`src/rtl/sram_pkg.sv`:
```
// Shared types and constants for the SRAM self-test sequencer.
package sram_pkg;

   typedef enum logic [1:0] {
      IDLE  = 2'd0,
      WRITE = 2'd1,
      READ  = 2'd2,
      DONE  = 2'd3
   } state_e;

   localparam int DEF_ADDR_WIDTH = 20;
   localparam int DEF_DATA_WIDTH = 8;

   // Fibonacci LFSR x^8+x^6+x^5+x^4+1: feedback from bits 7,5,4,3
   localparam logic [7:0] LFSR_SEED = 8'h01;
   localparam logic [7:0] LFSR_TAPS = 8'hB8;

endpackage

```
`src/rtl/sram_tester_if.sv`:
```
// Request/response bus between the self-test sequencer and sram_1Mx8.
interface sram_tester_if
   import sram_pkg::*;
#(
   parameter int ADDR_WIDTH = DEF_ADDR_WIDTH,
   parameter int DATA_WIDTH = DEF_DATA_WIDTH
);
   logic                  o_write;
   logic [ADDR_WIDTH-1:0] o_addr;
   logic [DATA_WIDTH-1:0] o_data;
   logic [DATA_WIDTH-1:0] i_data;

   modport master (output o_write, output o_addr, output o_data, input i_data);
   modport slave  (input o_write, input o_addr, input o_data, output i_data);
endinterface

```
`src/rtl/sram_tester_pattern_gen.sv`:
```
// Test pattern source; SRAM_TESTER_LFSR_EN selects the LFSR over the address-derived pattern.
module pattern_gen
   import sram_pkg::*;
#(
   parameter int                    ADDR_WIDTH  = DEF_ADDR_WIDTH,
   parameter int                    DATA_WIDTH  = DEF_DATA_WIDTH,
   parameter logic [DATA_WIDTH-1:0] PATTERN_XOR = DATA_WIDTH'(8'hA5)
) (
   input  logic                  i_clk,
   input  logic                  i_reset,
   input  logic                  i_reload,
   input  logic                  i_advance,
   input  logic [ADDR_WIDTH-1:0] i_addr,
   output logic [DATA_WIDTH-1:0] o_pattern
);
   logic [DATA_WIDTH-1:0] pattern_d, pattern_q;

`ifdef SRAM_TESTER_LFSR_EN
   if (DATA_WIDTH != 8) begin : g_bad_width
      $error("pattern_gen: LFSR pattern requires DATA_WIDTH == 8");
   end

   logic unused_addr;
   assign unused_addr = ^i_addr;

   // Reseeding on every pass start gives both passes the identical sequence
   always_comb begin
      pattern_d = pattern_q;
      if (i_reload) begin
         pattern_d = DATA_WIDTH'(LFSR_SEED);
      end else if (i_advance) begin
         pattern_d = DATA_WIDTH'({pattern_q[6:0], ^(pattern_q[7:0] & LFSR_TAPS)});
      end
   end
`else
   logic [DATA_WIDTH-1:0] addr_lo;

   if (ADDR_WIDTH >= DATA_WIDTH) begin : g_trunc
      assign addr_lo = i_addr[DATA_WIDTH-1:0];
      if (ADDR_WIDTH > DATA_WIDTH) begin : g_hi
         logic unused_hi;
         assign unused_hi = ^i_addr[ADDR_WIDTH-1:DATA_WIDTH];
      end
   end else begin : g_ext
      assign addr_lo = DATA_WIDTH'(i_addr);
   end

   // i_addr is the address of the slot about to start, so the pattern lines up with it
   always_comb begin
      pattern_d = pattern_q;
      if (i_reload || i_advance) begin
         pattern_d = addr_lo ^ PATTERN_XOR;
      end
   end
`endif

   always_ff @(posedge i_clk) begin
      if (i_reset) begin
         pattern_q <= '0;
      end else begin
         pattern_q <= pattern_d;
      end
   end

   assign o_pattern = pattern_q;
endmodule

```
`src/rtl/sram_tester.sv`:
```
// SRAM BIST sequencer: write pass, then read-and-compare pass over the full address space.
// Build option: SRAM_TESTER_LFSR_EN switches the data pattern to an 8-bit LFSR.
module sram_tester
   import sram_pkg::*;
#(
   parameter int                    ADDR_WIDTH    = DEF_ADDR_WIDTH,
   parameter int                    DATA_WIDTH    = DEF_DATA_WIDTH,
   parameter int                    ACCESS_CYCLES = 4,
   parameter logic [DATA_WIDTH-1:0] PATTERN_XOR   = DATA_WIDTH'(8'hA5)
) (
   input  logic                  i_clk,
   input  logic                  i_reset,
   input  logic                  i_start,
   sram_tester_if.master         sram,
   output logic                  o_busy,
   output logic                  o_done,
   output logic                  o_pass,
   output logic [15:0]           o_err_count,
   output logic [ADDR_WIDTH-1:0] o_err_addr
);
   localparam int SLOT_W = $clog2(ACCESS_CYCLES);

   if (ACCESS_CYCLES < 2) begin : g_bad_cycles
      $error("sram_tester: ACCESS_CYCLES must be at least 2");
   end

   state_e                state_d, state_q;
   logic [SLOT_W-1:0]     slot_d, slot_q;
   logic [ADDR_WIDTH-1:0] addr_d, addr_q;
   logic [15:0]           err_cnt_d, err_cnt_q;
   logic [ADDR_WIDTH-1:0] err_addr_d, err_addr_q;
   logic                  write_d, write_q;
   logic                  busy_d, busy_q;
   logic                  done_d, done_q;
   logic                  pass_d, pass_q;
   logic                  reload, advance;
   logic                  slot_last, addr_last;
   logic [DATA_WIDTH-1:0] pattern;

   pattern_gen #(
      .ADDR_WIDTH  (ADDR_WIDTH),
      .DATA_WIDTH  (DATA_WIDTH),
      .PATTERN_XOR (PATTERN_XOR)
   ) u_pattern (
      .i_clk     (i_clk),
      .i_reset   (i_reset),
      .i_reload  (reload),
      .i_advance (advance),
      .i_addr    (addr_d),
      .o_pattern (pattern)
   );

   assign slot_last = (slot_q == SLOT_W'(ACCESS_CYCLES - 1));
   assign addr_last = &addr_q;

   always_comb begin
      state_d    = state_q;
      slot_d     = slot_q;
      addr_d     = addr_q;
      err_cnt_d  = err_cnt_q;
      err_addr_d = err_addr_q;
      write_d    = write_q;
      busy_d     = busy_q;
      done_d     = done_q;
      pass_d     = pass_q;
      reload     = 1'b0;
      advance    = 1'b0;
      case (state_q)
         IDLE, DONE: begin
            if (i_start) begin
               state_d    = WRITE;
               slot_d     = '0;
               addr_d     = '0;
               err_cnt_d  = '0;
               err_addr_d = '0;
               write_d    = 1'b1;
               busy_d     = 1'b1;
               done_d     = 1'b0;
               pass_d     = 1'b0;
               reload     = 1'b1;
            end
         end
         WRITE: begin
            if (slot_last) begin
               slot_d = '0;
               if (addr_last) begin
                  // Straight into read address 0, no dead cycle between passes
                  state_d = READ;
                  addr_d  = '0;
                  write_d = 1'b0;
                  reload  = 1'b1;
               end else begin
                  addr_d  = addr_q + ADDR_WIDTH'(1);
                  advance = 1'b1;
               end
            end else begin
               slot_d = slot_q + SLOT_W'(1);
            end
         end
         READ: begin
            if (slot_last) begin
               // Read data is only guaranteed settled in the last cycle of the slot
               if (sram.i_data != pattern) begin
                  if (err_cnt_q == 16'h0000) begin
                     err_addr_d = addr_q;
                  end
                  if (err_cnt_q != 16'hFFFF) begin
                     err_cnt_d = err_cnt_q + 16'd1;
                  end
               end
               slot_d = '0;
               if (addr_last) begin
                  state_d = DONE;
                  busy_d  = 1'b0;
                  done_d  = 1'b1;
                  pass_d  = (err_cnt_d == 16'h0000);
               end else begin
                  addr_d  = addr_q + ADDR_WIDTH'(1);
                  advance = 1'b1;
               end
            end else begin
               slot_d = slot_q + SLOT_W'(1);
            end
         end
         default: state_d = IDLE;
      endcase
   end

   always_ff @(posedge i_clk) begin
      if (i_reset) begin
         state_q    <= IDLE;
         slot_q     <= '0;
         addr_q     <= '0;
         err_cnt_q  <= '0;
         err_addr_q <= '0;
         write_q    <= 1'b0;
         busy_q     <= 1'b0;
         done_q     <= 1'b0;
         pass_q     <= 1'b0;
      end else begin
         state_q    <= state_d;
         slot_q     <= slot_d;
         addr_q     <= addr_d;
         err_cnt_q  <= err_cnt_d;
         err_addr_q <= err_addr_d;
         write_q    <= write_d;
         busy_q     <= busy_d;
         done_q     <= done_d;
         pass_q     <= pass_d;
      end
   end

   assign sram.o_write = write_q;
   assign sram.o_addr  = addr_q;
   assign sram.o_data  = pattern;
   assign o_busy       = busy_q;
   assign o_done       = done_q;
   assign o_pass       = pass_q;
   assign o_err_count  = err_cnt_q;
   assign o_err_addr   = err_addr_q;
endmodule
```
`src/flat_wrapper.sv`:
```
// flat-port wrapper written by rule: the top's interface ports become plain ports
module sram_tester_flat import sram_pkg::*;
#(
   parameter int                    ADDR_WIDTH    = DEF_ADDR_WIDTH,
   parameter int                    DATA_WIDTH    = DEF_DATA_WIDTH,
   parameter int                    ACCESS_CYCLES = 4,
   parameter logic [DATA_WIDTH-1:0] PATTERN_XOR   = DATA_WIDTH'(8'hA5)
)
  (i_clk, i_reset, i_start, o_busy, o_done, o_pass, o_err_count, o_err_addr, sram_o_write, sram_o_addr, sram_o_data, sram_i_data);
  sram_tester_if #(.ADDR_WIDTH(ADDR_WIDTH), .DATA_WIDTH(DATA_WIDTH)) sram_i ();
  input  logic i_clk;
  input  logic i_reset;
  input  logic i_start;
  output logic o_busy;
  output logic o_done;
  output logic o_pass;
  output logic [15:0] o_err_count;
  output logic [ADDR_WIDTH-1:0] o_err_addr;
  output wire logic [$bits(sram_i.o_write)-1:0] sram_o_write;
  output wire logic [$bits(sram_i.o_addr)-1:0] sram_o_addr;
  output wire logic [$bits(sram_i.o_data)-1:0] sram_o_data;
  input wire logic [$bits(sram_i.i_data)-1:0] sram_i_data;
  assign sram_o_write = sram_i.o_write;
  assign sram_o_addr = sram_i.o_addr;
  assign sram_o_data = sram_i.o_data;
  assign sram_i.i_data = sram_i_data;
  sram_tester #(.ADDR_WIDTH(ADDR_WIDTH), .DATA_WIDTH(DATA_WIDTH), .ACCESS_CYCLES(ACCESS_CYCLES), .PATTERN_XOR(PATTERN_XOR)) u_core (.i_clk(i_clk), .i_reset(i_reset), .i_start(i_start), .sram(sram_i), .o_busy(o_busy), .o_done(o_done), .o_pass(o_pass), .o_err_count(o_err_count), .o_err_addr(o_err_addr));
endmodule
```
`config.mk`:
```
export PLATFORM = sky130hd
export DESIGN_NAME = sram_tester_flat
export DESIGN_NICKNAME = d
export VERILOG_FILES = /design/src/rtl/sram_pkg.sv /design/src/rtl/sram_tester_if.sv /design/src/rtl/sram_tester_pattern_gen.sv /design/src/rtl/sram_tester.sv /design/src/flat_wrapper.sv
export SDC_FILE = /design/constraint.sdc
export NUM_CORES = 1
export LEC_CHECK = 0
export ABC_AREA = 1
export CORE_MARGIN = 1.5
export CORE_UTILIZATION = 48
export CTS_CLUSTER_DIAMETER = 100
export CTS_CLUSTER_SIZE = 25
export DETAILED_ROUTE_END_ITERATION = 8
export GPL_ROUTABILITY_DRIVEN = 1
export PLACE_DENSITY = 0.77
export SKIP_LAST_GASP = 1
export SLEW_MARGIN = 20
export SYNTH_ARGS = -nofsm -noshare
export SYNTH_HDL_FRONTEND = slang
export SYNTH_SLANG_ARGS = --single-unit
```
`constraint.sdc`:
```
create_clock -name i_clk -period 2.1 [get_ports i_clk]
set_input_delay 0.42 -clock i_clk [delete_from_list [all_inputs] [get_ports i_clk]]
set_output_delay 0.42 -clock i_clk [all_outputs]
set_load 0.01 [all_outputs]
```
# Word level (Yosys, flattened, before mapping)
# Cells that the tools add are included.
# totals
out_inout_bits	68
word_cells	90
input_bits	11
ff_bits	72
# op_classes
reduce_logical	15
n_addsub	3
muxes	46
n_eq_ne	14
n_bitwise	1
# op_table
cell	count
$mux W20	9
$mux W16	6
$pmux W20 S3	1
$pmux W20 S2	1
$logic_not A16 Y1	2
$pmux W16 S2	1
$add A20 B1 Y20 const B	1
$reduce_and A20 Y1	1
$add A16 B1 Y16 const B	1
$ne A16 B16 Y1 const B	1
$mux W1	14
$mux W2	7
$ne A2 B1 Y1 const B	6
$reduce_and A4 Y1	3
$pmux W1 S2	5
$reduce_and A5 Y1	2
$ne A8 B8 Y1	1
$eq A2 B2 Y1 const B	3
$pmux W2 S3	1
$ne A2 B2 Y1 const B	2
$not A4 Y4	1
$pmux W2 S2	1
$reduce_bool A2 Y1	2
$reduce_or A2 Y1	2
other kinds (5)	5

# Logic depth before layout (Yosys ltp)
# depth
word_depth	9
depth_mapped	15
mapped_depth_nobuf	14

# Cells and area by module
# Synthesis repeated with hierarchy kept, for this count alone.
# hier_totals
hier_cells	737
hier_area_um2	4514.3
# modules_own_cells
module	cells_each	area_each_um2	instances	seq_area_each_um2
sram_tester	682	4162.7	1	1281.2
pattern_gen	55	351.6	1	160.2

# Least setup slack after synthesis
# No wires, ideal clock.
# synth_timing
path_type	reg2reg
from	register u_core.addr_q[1], in the netlist u_core.sram.o_addr[1]
to	register u_core.u_pattern.pattern_q[0], in the netlist u_core.u_pattern.o_pattern[0]
setup_slack_ps	21
required_ps	1987
path_buffers	0
arrival_ps	1966
period_less_slack_ps	2079
stages_incl_launch_ff	13
path_cell_list	dfxtp_1 ha_1 nand2_1 nor2_4 nor3b_4 inv_1 ha_1 o21ai_0 a21oi_1 nor3_1 a21oi_1 nor2_1 nor2_1
# synth_between
elab_chain_cells	5
elab_cells_between_ends	14
classes_between	11 x mux; 1 x bitwise; 2 x reduce/logical
# synth_lines
item	line_no	source
start, declared	sram_tester.sv:29	logic [ADDR_WIDTH-1:0] addr_d, addr_q;
start signal, assigned	sram_tester.sv:143	addr_q <= addr_d;
$reduce_and A20 Y1 (*)	sram_tester.sv:54	assign addr_last = &addr_q;
$mux W20, or another cell as far along	sram_tester.sv:112	if (addr_last) begin
$mux W20, or another cell as far along	sram_tester.sv:101	if (slot_last) begin
$pmux W20 S3, or another cell as far along	sram_tester.sv:68	case (state_q)
$not A4 Y4 (no line) or $logic_or A1 B1 Y1 (tied branches)	-	
end signal, assigned	sram_tester_pattern_gen.sv:61	pattern_q <= pattern_d;
end, declared	sram_tester_pattern_gen.sv:16	logic [DATA_WIDTH-1:0] pattern_d, pattern_q;
# Every way passes the cells marked *; elsewhere a longest branch is shown, timed or not. The select of a mux whose other input is x is not followed.
# A chain may end at the register's enable or synchronous reset.

# Worst setup path after layout
# layout_timing
from	register u_core.err_cnt_q[0], in the netlist u_core.o_err_count[0]
to	register u_core.err_addr_q[8], in the netlist u_core.o_err_addr[8]
# layout_between
elab_chain_cells	3
# layout_lines
item	line_no	source
start, declared	sram_tester.sv:30	logic [15:0] err_cnt_d, err_cnt_q;
start signal, assigned	sram_tester.sv:144	err_cnt_q <= err_cnt_d;
$logic_not A16 Y1	sram_tester.sv:104	if (err_cnt_q == 16'h0000) begin
$ne A2 B1 Y1 (no line)	-	
$reduce_and A5 Y1 (no line)	-	
end signal, assigned	sram_tester.sv:145	err_addr_q <= err_addr_d;
end, declared	sram_tester.sv:31	logic [ADDR_WIDTH-1:0] err_addr_d, err_addr_q;
# No other way between the ends.

==> summary.txt <==
Placed design
  – Post-DP HPWL: 10,060 um
  – Port buffer count: 78
  – RD Place Congestion: 0.9788
  – Post-Place Worst Slack: -220.8 ps
  – Placed Instances: 922

Logic synthesis
  – Net Count, Synth: 708
  – Warnings, synthesis: 0
  – Post-synth EDFFs: 0
  – Cell variety after synth: 42
  – Async S/R FF share, synth: 0%
  – Post-synth top cells: 214 x nand2_1, 76 x nor2_1, 72 x dfxtp_1
  – Count leader, synth: nand2_1
  – Top_reg_cell synth: dfxtp_1
  – Synth top area cells: dfxtp_1 33%, nand2_1 19%, nand3_1 6.6%
  – Yosys top cell area share: 33.25%
  – Seq/Total Area, Yosys: 33.25%
  – Post-Syn Area: 0.004335 sq mm
  – Post-Syn Instances: 688
  – Synth area leader: dfxtp_1
  – Yosys reg bits: 72
  – Post-Syn Area per Cell: 6.301 sq um

Global route
  – Vias in the first global route: 4,848
  – Grt ovf: 0
  – Initial antenna violation count: 0
  – Total GRT Usage: 27.64%
  – Largest net degree at the start of global routing: 36
  – First-pass GRT wire length: 21,960 um

Worst setup path
  – Critical path's slowest cell: dfxtp_1
  – CP Data Required Time: 2370 ps
  – Worst reg2reg startpoint: u_core.o_err_count[0]
  – Critical Path End Type: flip-flop
  – Kind of critical path: reg -> reg
  – Worst Path Buf+Inv: 5
  – R2R depth: 11
  – Startpoint types: flip-flop
  – Top Family by Delay on Critical Path: simple AND/OR/NAND/NOR gates
  – Worst-path fanout max: 8
  – Reg-to-reg setup timing slack: 30 ps
  – CP endpoint: u_core.o_err_addr[8]
  – Slowest stage delay, CP: 320 ps
  – Crit path launch: u_core.o_err_count[0]
  – Critical path data arrival time: 2340 ps
  – Number of stages on the worst setup path: 11
  – R2r endpoint: u_core.o_err_addr[8]
  – Cells along the critical path: buf_4 > inv_1 > ha_1 > inv_1 > nor4_1 > nand4_1 > nor3_4 > buf_4 > buf_2 > nand3_1 > a21oi_1

Timing
  – Fmax: 482.4 MHz
  – Max Slew Vio Count: 0
  – RSZ-0062 raised after global routing: true
  – Period utilization: 98.70%
  – Final-report setup violation count: 0
  – Final Hold Vio Count: 0
  – Minimum clock period: 2073 ps
  – Worst Clk Skew: 6.806 ps
  – Worst Max-Slew Pin Slew: 369.2 ps
  – Setup WS post-layout: 27.24 ps
  – Setup TNS: 0 ps
  – Max_slew headroom: 75.39%

Drt
  – Routed vias/inst: 5.418
  – DRC viols: 0
  – Starting DRT DRC Count: 345
  – Drt pass-1 iters: 6
  – Post-Route WL: 13,670 um
  – Post-DRT Antenna Nets: 0
  – Post-DR wirelength/cell: 14.45 um
  – Vias post-DR: 5,125

Clock network
  – CTS tree: yes
  – CTS sink count: 72
  – TritonCTS Buffers: 9
  – Worst-Skew Late Latency: 340 ps
  – CTS Buffer Depth: 2
  – Worst-path clk slew: 80 ps
  – Root buffer cell: clkbuf_8
  – H-tree depth: 3

Die
  – Io pins: 79
  – Initial Utilization: 49.71%
  – Die ar.: 0.009611 sq mm
  – Core Rows: 34
  – Die span in x: 98.04 um
  – Core area: 0.008721 sq mm
  – Die height: 98.04 um

Cells and area
  – Final non-filler cell total: 946
  – # diodes: 0
  – NumNets Final: 853
  – Fin util: 69.58%
  – Share of cells above drive strength 1: 18.02%
  – Synthesis-to-layout area growth: 39.97%

Pwr
  – Sw Share: 41.15%
  – Comb power frac: 51.1%
  – Clock power frac: 20.0%
  – VDD IR-drop max: 0.6748 mV
  – Sw power: 2.269 mW
  – P_leak: 2.478 nW
  – Power Dens Cells: 908.6 mW/mm^2
  – Part of the power in registers: 28.9%
  – Int Pwr: 3.245 mW

Status
  – Status: finished clean

Hold path
  – Min-delay worst type: reg -> reg

Flow run
  – Max_cap viols: 0
-- kinds of logic after synthesis --
group	synth area share (%)
buf+inv	9.928
compound gates	13.56
flops	33.25
fa+ha+maj	2.597
xor+xnor	2.828
simple gates	37.84
-- sequential cells by signal (all words and copies together), names as in the netlist --
name and count:
u_core.o_err_addr 20, u_core.sram.o_write 1, u_core.slot_q 2, u_core.state_q 2
u_core.o_err_count 16, u_core.o_busy 1, u_core.o_done 1, u_core.sram.o_addr 20
u_core.o_pass 1, u_core.u_pattern.o_pattern 8
-- stage by stage --
| stage | power (mW) | cell area, sq um | hold WS [ps] |
|---|---|---|---|
| 2_1_floorplan | 2.982 | 4335 | 443.1 |
| 3_3_place_gp | 3.782 | 5697 | 450.7 |
| 3_5_place_dp | 3.845 | 5697 | 455.4 |
| 4_1_cts | 4.968 | 5899 | 465.7 |
| 5_1_grt | 5.792 | 6068 | 478.0 |
| 6_report | 5.514 | 6068 | 461.6 |
-- how the worst min path moves through the flow --
stage,start,slack (ps),depth (start not counted),to
final,u_core.o_err_addr[1],460,2,u_core.o_err_addr[1]
after global routing,u_core.o_err_addr[16],480,2,u_core.o_err_addr[16]
after CTS,u_core.o_err_addr[5],470,2,u_core.o_err_addr[5]
after detailed placement,u_core.o_err_addr[18],460,2,u_core.o_err_addr[18]
after global placement,u_core.o_err_addr[12],450,2,u_core.o_err_addr[12]
after floorplan,u_core.slot_q[1],440,2,u_core.slot_q[1]
-- worst min-delay path, cell delays in order (launching register included) --
cell	delay, ps
dfxtp_1	310
nand2_1	60
a21oi_1	50
-- placed cells by master, fill, tap and decap left out, types with 7 or more instances in the layout --
cell type and count:
clkbuf_8 9, o21ai_1 7, inv_1 70, buf_4 72, clkdlybuf4s50_1 77, a21oi_1 53
nand4_1 11, nand3_1 55, dfxtp_1 69, xor2_1 8, nor2_2 7, nor2_1 71
inv_2 8, ha_1 7, a21oi_2 8, o21ai_0 17, nand2_1 213
-- final cells by class --
cell class | instances | area (sq um)
multi-input combinational | 510 | 2547
clock buffer | 9 | 123.9
sequential | 72 | 1445
tap | 108 | 135.1
inverter | 81 | 307.8
fill | 736 | 2653
timing repair buffer | 159 | 1438
clock inverter | 7 | 71.32
-- routing by layer --
| layer | track usage [%] | wire, um | vias up |
|---|---|---|---|
| met4 | 12.75 | 621 | 0 |
| met2 | 47.59 | 6593 | 229 |
| met1 | 33.95 | 5591 | 2339 |
| li1 | - | - | 2489 |
| met3 | 4.080 | 859 | 68 |
| met5 | 0 | 0 | - |
-- timing repair --
item / in CTS / in global routing
gates resized for setup: 2 / 34
gates cloned: 0 / 4
hold buffers: 0 / 0
setup endpoints to repair: 3 / 37
buffers inserted: 0 / 4
pin swaps: 0 / 10
-- power groups by stage --
| stage | combinational, mW | clock (mW) | sequential (mW) |
|---|---|---|---|
| after floorplan | 1.36 | 0 | 1.62 |
| after CTS | 2.27 | 1.11 | 1.59 |
| after global placement | 2.17 | 0 | 1.61 |
| after detailed placement | 2.23 | 0 | 1.62 |
| after global routing | 3.01 | 1.17 | 1.61 |
| final | 2.82 | 1.10 | 1.60 |
Note: power is estimated with default switching activity, not from simulation.
